## src/rtl/wb_result_stage.sv

```systemverilog
// Write-back result stage: selects among five result sources, aligns and
// extends load data, waits for late memory responses and handles flushes.
module wb_result_stage #(
    parameter int unsigned XLEN  = 32,
    parameter int unsigned SRC_W = 3
) (
    input  logic             clk,
    input  logic             rst_n,
    input  logic             i_in_valid,
    output logic             o_in_ready,
    input  logic             i_flush,
    input  logic [SRC_W-1:0] i_result_src,
    input  logic             i_reg_write,
    input  logic [4:0]       i_rd_addr,
    input  logic [2:0]       i_funct3,
    input  logic [XLEN-1:0]  i_alu_result,
    input  logic [XLEN-1:0]  i_pc_plus4,
    input  logic [XLEN-1:0]  i_imm,
    input  logic [XLEN-1:0]  i_csr_rdata,
    input  logic [XLEN-1:0]  i_mem_rdata,
    input  logic             i_mem_rvalid,
    output logic             o_wb_we,
    output logic [4:0]       o_wb_rd,
    output logic [XLEN-1:0]  o_wb_data,
    output logic             o_load_pending,
    output logic [4:0]       o_load_rd,
    output logic             o_load_fault,
    output logic             o_illegal_src
);

    localparam int unsigned OFF_W = $clog2(XLEN / 8);

    localparam logic [SRC_W-1:0] SRC_ALU = SRC_W'(0);
    localparam logic [SRC_W-1:0] SRC_MEM = SRC_W'(1);
    localparam logic [SRC_W-1:0] SRC_PC4 = SRC_W'(2);
    localparam logic [SRC_W-1:0] SRC_IMM = SRC_W'(3);
    localparam logic [SRC_W-1:0] SRC_CSR = SRC_W'(4);
    localparam logic [SRC_W-1:0] SRC_LIM = SRC_W'(5);

    typedef enum logic [1:0] {
        IDLE     = 2'd0,
        WAIT_MEM = 2'd1,
        DRAIN    = 2'd2
    } state_t;

    state_t           r_state;
    logic [4:0]       r_rd;
    logic [2:0]       r_funct3;
    logic [OFF_W-1:0] r_off;
    logic             r_reg_write;

    logic [2:0]       w_f3;
    logic [OFF_W-1:0] w_off;
    logic [XLEN-1:0]  w_shift;
    logic [XLEN-1:0]  w_ld_data;
    logic             w_ld_fault;
    logic [XLEN-1:0]  w_src_data;
    logic             w_src_illegal;

    // Load alignment / extension and fault detection for the active load
    always_comb begin
        w_f3       = (r_state == WAIT_MEM) ? r_funct3 : i_funct3;
        w_off      = (r_state == WAIT_MEM) ? r_off : i_alu_result[OFF_W-1:0];
        w_shift    = i_mem_rdata >> {w_off, 3'b000};
        w_ld_data  = w_shift;
        w_ld_fault = 1'b0;
        case (w_f3)
            3'b000: w_ld_data = XLEN'($signed(w_shift[7:0]));
            3'b001: begin
                w_ld_data  = XLEN'($signed(w_shift[15:0]));
                w_ld_fault = w_off[0];
            end
            3'b010: begin
                w_ld_data  = XLEN'($signed(w_shift[31:0]));
                w_ld_fault = (w_off[1:0] != 2'b00);
            end
            3'b011: begin
                w_ld_data  = w_shift;
                w_ld_fault = (XLEN == 32) || (w_off != '0);
            end
            3'b100: w_ld_data = XLEN'(w_shift[7:0]);
            3'b101: begin
                w_ld_data  = XLEN'(w_shift[15:0]);
                w_ld_fault = w_off[0];
            end
            3'b110: begin
                w_ld_data  = XLEN'(w_shift[31:0]);
                w_ld_fault = (XLEN == 32) || (w_off[1:0] != 2'b00);
            end
            default: w_ld_fault = 1'b1;
        endcase
    end

    // Non-load result source select
    always_comb begin
        w_src_data    = '0;
        w_src_illegal = 1'b0;
        case (i_result_src)
            SRC_ALU: w_src_data = i_alu_result;
            SRC_PC4: w_src_data = i_pc_plus4;
            SRC_IMM: w_src_data = i_imm;
            SRC_CSR: w_src_data = i_csr_rdata;
            default: w_src_illegal = (i_result_src >= SRC_LIM);
        endcase
    end

    assign o_in_ready = (r_state == IDLE);

    // State machine with registered write-back and status outputs
    always_ff @(posedge clk or negedge rst_n) begin
        if (!rst_n) begin
            r_state        <= IDLE;
            r_rd           <= '0;
            r_funct3       <= '0;
            r_off          <= '0;
            r_reg_write    <= 1'b0;
            o_wb_we        <= 1'b0;
            o_wb_rd        <= '0;
            o_wb_data      <= '0;
            o_load_pending <= 1'b0;
            o_load_rd      <= '0;
            o_load_fault   <= 1'b0;
            o_illegal_src  <= 1'b0;
        end else begin
            o_wb_we       <= 1'b0;
            o_load_fault  <= 1'b0;
            o_illegal_src <= 1'b0;
            case (r_state)
                IDLE: begin
                    if (i_in_valid && !i_flush) begin
                        if (i_result_src == SRC_MEM) begin
                            if (i_mem_rvalid) begin
                                o_wb_rd      <= i_rd_addr;
                                o_wb_data    <= w_ld_data;
                                o_wb_we      <= i_reg_write && (i_rd_addr != 5'd0) && !w_ld_fault;
                                o_load_fault <= w_ld_fault;
                            end else begin
                                r_state        <= WAIT_MEM;
                                r_rd           <= i_rd_addr;
                                r_funct3       <= i_funct3;
                                r_off          <= i_alu_result[OFF_W-1:0];
                                r_reg_write    <= i_reg_write;
                                o_load_pending <= 1'b1;
                                o_load_rd      <= i_rd_addr;
                            end
                        end else begin
                            o_wb_rd       <= i_rd_addr;
                            o_wb_data     <= w_src_data;
                            o_wb_we       <= i_reg_write && (i_rd_addr != 5'd0) && !w_src_illegal;
                            o_illegal_src <= w_src_illegal;
                        end
                    end
                end
                WAIT_MEM: begin
                    if (i_flush) begin
                        r_state        <= i_mem_rvalid ? IDLE : DRAIN;
                        o_load_pending <= 1'b0;
                    end else if (i_mem_rvalid) begin
                        r_state        <= IDLE;
                        o_load_pending <= 1'b0;
                        o_wb_rd        <= r_rd;
                        o_wb_data      <= w_ld_data;
                        o_wb_we        <= r_reg_write && (r_rd != 5'd0) && !w_ld_fault;
                        o_load_fault   <= w_ld_fault;
                    end
                end
                DRAIN: begin
                    if (i_mem_rvalid) begin
                        r_state <= IDLE;
                    end
                end
                default: r_state <= IDLE;
            endcase
        end
    end

endmodule

```

## config.mk

```make
export PLATFORM = sky130hd
export DESIGN_NAME = wb_result_stage
export DESIGN_NICKNAME = d
export VERILOG_FILES = /design/src/rtl/wb_result_stage.sv
export SDC_FILE = /design/constraint.sdc
export NUM_CORES = 1
export LEC_CHECK = 0
export BUFFER_PORTS_ARGS = -buffer_cell sky130_fd_sc_hd__buf_2
export CAP_MARGIN = 20
export CORE_MARGIN = 2
export CORE_UTILIZATION = 30
export DETAILED_ROUTE_END_ITERATION = 12
export REMOVE_ABC_BUFFERS = 1
export SYNTH_ARGS = -nofsm -noshare
export SYNTH_HDL_FRONTEND = slang
export SYNTH_SLANG_ARGS = --single-unit
```

## constraint.sdc

```tcl
create_clock -name clk -period 3.5 [get_ports clk]
set_input_delay 0.7 -clock clk [delete_from_list [all_inputs] [get_ports clk]]
set_output_delay 0.7 -clock clk [all_outputs]
set_load 0.02 [all_outputs]
```

==> results of run 1 <==
-- cells by family (layout without fill, tap and decap cells) --
kind of cell           Yosys count  in the layout  synth area share, %
AO/OA/AOI/OAI                  211            211                34.22
buffers and inverters           53            258                6.245
flip-flops                      54             54                32.42
multiplexers                    67             67                17.05
other                            0              1                    0
AND/OR/NAND/NOR                 88             88                10.06
-- per-layer routing --
metal  up-vias  share of wire (%)
met5         -                  0
met4         0                3.1
met3        29                7.3
met2       208                 47
met1      2290                 42
li1       2242                  -
-- layout make-up --
type | count | area, µm²
inverters | 11 | 41.29
multi-input cells | 366 | 2575
clock buffers | 5 | 125.1
fillers | 1432 | 8123
clock inverters | 3 | 40.04
well taps | 180 | 225.2
flip-flops and latches | 54 | 1351
diodes | 1 | 2.502
repair buffers | 239 | 1236
-- state kept, by name, summed over array words and instances (netlist names) --
signal	count
o_wb_data	32
r_reg_write	1
o_load_pending	1
o_wb_rd	5
r_state	2
o_illegal_src	1
o_load_fault	1
r_funct3	3
r_rd	5
o_wb_we	1
r_off	2
-- worst max-delay path: stages (launching register included) --
cell and delay [ns]:
dfrtp_1 0.48, nand2b_1 0.19, buf_4 0.22, a21o_1 0.20, buf_4 0.19, a211oi_2 0.38, o41ai_4 0.11, buf_4 0.25
nor3_1 0.28, o21ai_1 0.11
-- cells in the final DEF (no fill, tap or decap), types with 3 or more instances in the layout --
| master | n |
|---|---|
| buf_2 | 223 |
| a22oi_1 | 60 |
| dfrtp_1 | 54 |
| mux2i_1 | 47 |
| o21ai_0 | 42 |
| nand2_1 | 31 |
| o22ai_1 | 24 |
| o21ai_1 | 24 |
| nor2_1 | 22 |
| a21oi_1 | 19 |
| mux2_2 | 18 |
| buf_4 | 16 |
| nor3_1 | 11 |
| inv_1 | 11 |
| a211oi_1 | 9 |
| o2bb2ai_1 | 7 |
| a222oi_1 | 7 |
| clkbuf_16 | 5 |
| nand2b_1 | 3 |
| a211oi_2 | 3 |
-- worst max-delay path by stage --
stage / startpoint / end / slack, ns / depth (start not counted)
after detailed placement: i_result_src[0] / o_wb_data[19] / 0.87 / 7
after global placement: i_result_src[0] / o_wb_data[12] / 0.94 / 7
after CTS: r_state[0] / o_wb_data[6] / 0.96 / 7
after global routing: r_state[0] / o_wb_data[22] / 0.78 / 6
after floorplan: i_flush / o_wb_data[19] / -0.03 / 5
final: r_state[1] / o_wb_data[22] / 0.96 / 9
-- power groups by stage --
stage / sequential, mW / clock [mW] / combinational [mW]
after CTS: 0.767 / 0.584 / 0.654
after global routing: 0.778 / 0.613 / 0.710
after global placement: 0.775 / 0 / 0.642
after detailed placement: 0.778 / 0 / 0.652
final: 0.769 / 0.569 / 0.651
after floorplan: 0.848 / 0 / 0.258
-- metrics by stage --
stage,area (µm²),power (mW)
2_1_floorplan,3949,1.106
3_3_place_gp,5429,1.417
3_5_place_dp,5429,1.430
4_1_cts,5594,2.004
5_1_grt,5597,2.101
6_report,5597,1.989
==> impl_metrics.csv, run 1 <==
group,metric,value,unit
route,first_iter_violations,404,
power,seqPwrFrac,38.7,%
placement,dp_slack,0.8718,ns
logic_synthesis,synth_area_per_cell,8.811,µm²
finish,fin_cells,859,
power,p_switching,0.6775,mW
logic_synthesis,synthTopCellsByArea,"dfrtp_1, mux2i_1, a22oi_1",
clocking,clk-insertion-delay-late,0.30,ns
logic_synthesis,ys.warnings.count,0,
power,comb_power_share,32.7,%
timing,worst_pin_slew,0.9764,ns
timing,clock_skew,0.005568,ns
floorplanning,die_area,14850,µm²
worst_setup_path,r2r-start,"r_state[1]",
route,first_pass_iters,5,
min_path,min_path_type,"input port to async pin",
logic_synthesis,yosysSeqAreaShare,32.42,%
logic_synthesis,post-synth-top-count-cell,"a22oi_1",
power,vdd_ir_drop_max,0.0002066,V
timing,fin_crit_sh,72.61,%
route,vias,4769,
floorplanning,fp-row-count,43,
clocking,clock-sinks,54,
clocking,cts_tree,"built",
logic_synthesis,synth-main-ff-cell,"dfrtp_1",
clocking,cts-resized-gates,0,
power,sw_frac_of_total,34.06,%
power,p_int,1.311,mW
logic_synthesis,synth_top_area_share,32.42,%
finish,drive_above_1_share,41.15,%
placement,dp.cells,850,
route,wl_per_cell,18.97,µm
clocking,cts_setup_buffers,0,
worst_setup_path,required,3.67,ns
floorplanning,start_util,30.38,%
floorplanning,ioPinCount,224,
logic_synthesis,synthArstFlopShare,100.0,%
logic_synthesis,ys_types,50,
grt,grt_util_met1,28.17,%
grt,met3_usage,3.745,%
timing,setup-violations-final,0,
worst_setup_path,startpoint_type,"flip-flop",
grt,overflow,0,
worst_setup_path,worstPathArrival,2.72,ns
worst_setup_path,cp_max_fo,24,
timing,rsz0062_at_grt,"no",
grt,gr-usage-all-layers,21.33,%
power,p_leak,2.757,nW
worst_setup_path,reg2reg_depth,9,
timing,worst_slack,0.9586,ns
finish,syn_to_final_growth,34.28,%
worst_setup_path,r2r-end,"o_wb_data[22]",
logic_synthesis,ys_seq_elements,54,
logic_synthesis,synth_top_area_cell,"dfrtp_1",
clocking,hold_buffers,0,
floorplanning,die_h,121.9,µm
timing,timing.fmax,393.5,MHz
grt,use_met2,34.85,%
grt,grt_pass1_vias,4631,
floorplanning,fp.dieW,121.9,µm
clocking,numCtsBuffers,5,
timing,maxSlewViolCount,0,
worst_setup_path,worstSetupPathType,"flip-flop to flip-flop",
placement,numPortBuffers,223,
clocking,ctsLongestPathBuffers,2,
placement,gp_congestion,0.8951,
clocking,clkTransAtPathRegs,0.07,ns
grt,antenna_found_initial,1,
finish,postLayoutCoreUtil,40.79,%
timing,slew_headroom,34.84,%
finish,fin_nets,854,
timing,finalSetupTns,0,ns
status,status,"finished clean",
worst_setup_path,worst_setup_path_end_kind,"flip-flop",
grt,grt_start_max_net_pins,33,
logic_synthesis,synthCells,473,
logic_synthesis,ys_top_cells_by_count,"a22oi_1, dfrtp_1, mux2i_1",
clocking,htree_num_levels,2,
floorplanning,core-area,13720,µm²
logic_synthesis,syn_area,4168,µm²
worst_setup_path,reg2reg_slack,0.96,ns
power,p_per_area,355.4,nW/µm²
logic_synthesis,synth_edf_count,0,
route,wirelength,16300,µm
timing,hold_viol,0,
grt,grt-busiest-layer,"met2",
flow_run,cap_viol_max_count,0,
route,antenna_left,0,
route,remaining_drc_errors,0,
grt,grt_pass1_wl,24870,µm
power,clkPwrFrac,28.6,%
clocking,cts_root_buf,"clkbuf_16",
route,drt-vias-per-instance,5.552,
timing,period_needed,2.541,ns
placement,hpwl,12660,µm
timing,hold_slack,0.4148,ns
Note: power is estimated with default switching activity, not from simulation.
==> run 2: changes to the inputs <==
==> constraint.sdc (replaced) <==
create_clock -name clk -period 2.15 [get_ports clk]
set_input_delay 0.43 -clock clk [delete_from_list [all_inputs] [get_ports clk]]
set_output_delay 0.43 -clock clk [all_outputs]
set_load 0.02 [all_outputs]
==> run 2 against run 1 <==
Against the previous run:
- wire length grew 0.79%
- count of clock-buffer cells in the layout unchanged
- via count rose by 0.65%
- combinational power up 74%
- maximum frequency is 22% higher
- cell count grew 3.4%
- worst setup slack got worse by 0.90 ns
- critical path type unchanged
==> impl_metrics.csv, run 2 (synthesis gave the netlist of run 1 again) <==
group,metric,value,unit
clocking,clock-sinks,54,
finish,fill_cells,1361,
worst_setup_path,path_cells,"buf_6 -> and3b_2 -> a21o_1 -> a211oi_4 -> o41ai_4 -> buf_12 -> a211oi_1 -> o21ai_1",
grt,grt_start_max_net_pins,33,
route,first_pass_iters,4,
worst_setup_path,reg2reg_depth,8,
worst_setup_path,slowest_delay,0.45,ns
floorplanning,die_area,14850,µm²
placement,gp_congestion,0.9050,
floorplanning,start_util,30.38,%
finish,drive_above_1_share,45.97,%
grt,grt_pass1_vias,4735,
finish,layout_commonest_cell,"buf_2",
grt,antenna_found_initial,1,
power,p_leak,2.913,nW
finish,fin_cells,888,
timing,hold_viol,0,
timing,setup-violations-final,0,
route,wl_met2,8048,µm
timing,worst_pin_slew,0.9609,ns
route,wl_per_cell,18.50,µm
clocking,clk-insertion-delay-late,0.30,ns
route,wl_met1,7134,µm
status,status,"finished clean",
clocking,htree_num_levels,2,
placement,dp.cells,872,
worst_setup_path,r2r-end,"o_wb_data[27]",
grt,overflow,0,
placement,numPortBuffers,223,
floorplanning,core-area,13720,µm²
clocking,clkTransAtPathRegs,0.07,ns
finish,largest_reg_flops,32,
route,antenna_left,0,
placement,hpwl,12790,µm
worst_setup_path,startpoint_type,"flip-flop",
finish,layout_common_cells,"buf_2, a22oi_1, dfrtp_1, o21ai_0, mux2i_1",
route,route.met3.wl,1023,µm
power,p_per_area,536.7,nW/µm²
timing,slew_headroom,35.81,%
floorplanning,fp-row-count,43,
timing,period_needed,2.088,ns
finish,syn_to_final_growth,43.59,%
finish,regArea,1353,µm²
timing,rsz0062_at_grt,"yes",
finish,multi_input_area,2664,µm²
timing,finalSetupTns,0,ns
min_path,min_path_type,"input port to async pin",
grt,gr-usage-all-layers,21.26,%
timing,timing.fmax,479.0,MHz
worst_setup_path,worstPathArrival,2.31,ns
clocking,ctsLongestPathBuffers,2,
worst_setup_path,cp_max_fo,15,
timing,fin_crit_sh,97.10,%
route,wirelength,16420,µm
floorplanning,ioPinCount,224,
clocking,cts_tree,"built",
worst_setup_path,worst_setup_path_end_kind,"flip-flop",
route,top_layer,"met4",
flow_run,cap_viol_max_count,0,
route,vias,4800,
worst_setup_path,worstSetupPathType,"flip-flop to flip-flop",
route,first_iter_violations,283,
route,drt-vias-per-instance,5.405,
grt,grt_pass1_wl,24780,µm
timing,maxSlewViolCount,0,
clocking,numCtsBuffers,5,
route,remaining_drc_errors,0,
finish,top_register,"o_wb_data",
power,vdd_ir_drop_max,0.0003132,V
worst_setup_path,required,2.37,ns
finish,fin_nets,883,
floorplanning,fp.dieW,121.9,µm
power,power,3.212,mW
clocking,cts_root_buf,"clkbuf_16",
timing,clock_skew,0.005218,ns
finish,top_regs,"o_wb_data: 32 flops, o_wb_rd: 5 flops, r_rd: 5 flops",
floorplanning,die_h,121.9,µm
worst_setup_path,reg2reg_slack,0.06,ns
worst_setup_path,r2r-start,"r_state[1]",
worst_setup_path,slowest_stage,"dfrtp_2",
[run 2: cell types whose count changed in the layout (fill, tap and decap cells not counted), sizes merged]
cell,delta
clkinvlp,+1
buf,+29
bufinv,-1
[run 2: routing by layer]
metal	GRT usage (%)	up-vias
met1	27.44	2307
met2	36.31	185
li1	-	2293
met3	3.792	15
met5	0	-
met4	6.250	0
[run 2: worst max-delay path by stage]
stage / start / end / slack, ns / cells past startpoint
floorplan: r_state[1] / o_wb_data[19] / -1.16 / 5
global placement: r_state[1] / o_wb_data[29] / -0.04 / 8
detailed placement: r_state[1] / o_wb_data[31] / -0.16 / 8
CTS: r_state[1] / o_wb_data[1] / 0.002 / 7
global route: r_state[1] / o_wb_data[1] / -0.03 / 8
finish: r_state[1] / o_wb_data[27] / 0.06 / 8
[run 2: per-stage QoR]
step / instance area [µm²] / util (%) / setup WS, ns / hold WS [ns]
6_report: 5984 / 43.62 / 0.06244 / 0.09731
5_1_grt: 5984 / 43.62 / -0.03491 / 0.1178
4_1_cts: 5838 / 42.55 / 0.001522 / 0.1045
3_5_place_dp: 5669 / 41.32 / -0.1574 / 0.4295
3_3_place_gp: 5669 / 41.32 / -0.04365 / 0.4244
2_1_floorplan: 3949 / - / -1.159 / 0.1344
[run 2: final cells by class]
| class | instances | share of cell area [%] |
|---|---|---|
| multi-input combinational | 366 | 44.51 |
| timing repair buffer | 268 | 25.95 |
| sequential | 54 | 22.60 |
| tap | 180 | 3.763 |
| clock buffer | 5 | 2.091 |
| inverter | 11 | 0.6899 |
| clock inverter | 3 | 0.3554 |
| antenna | 1 | 0.04181 |
[run 2: critical path: cells and delay by family, from the launching register on]
kind                   cells  cell delay, ns
DFF                        1            0.45
and+or+nand+nor            1            0.29
buffers and inverters      2            0.33
AOI/OAI and AO/OA          5            0.94
[run 2: power by group]
group / switching, mW / internal (mW)
Clock: 0.398 / 0.433
Combinational: 0.634 / 0.498
Sequential: 0.106 / 1.14
[run 2: repair_timing]
item,in CTS,in global routing
hold buffers,0,0
setup endpoints to repair,16,30
pin swaps,3,3
setup buffers,1,6
resized for setup,1,23
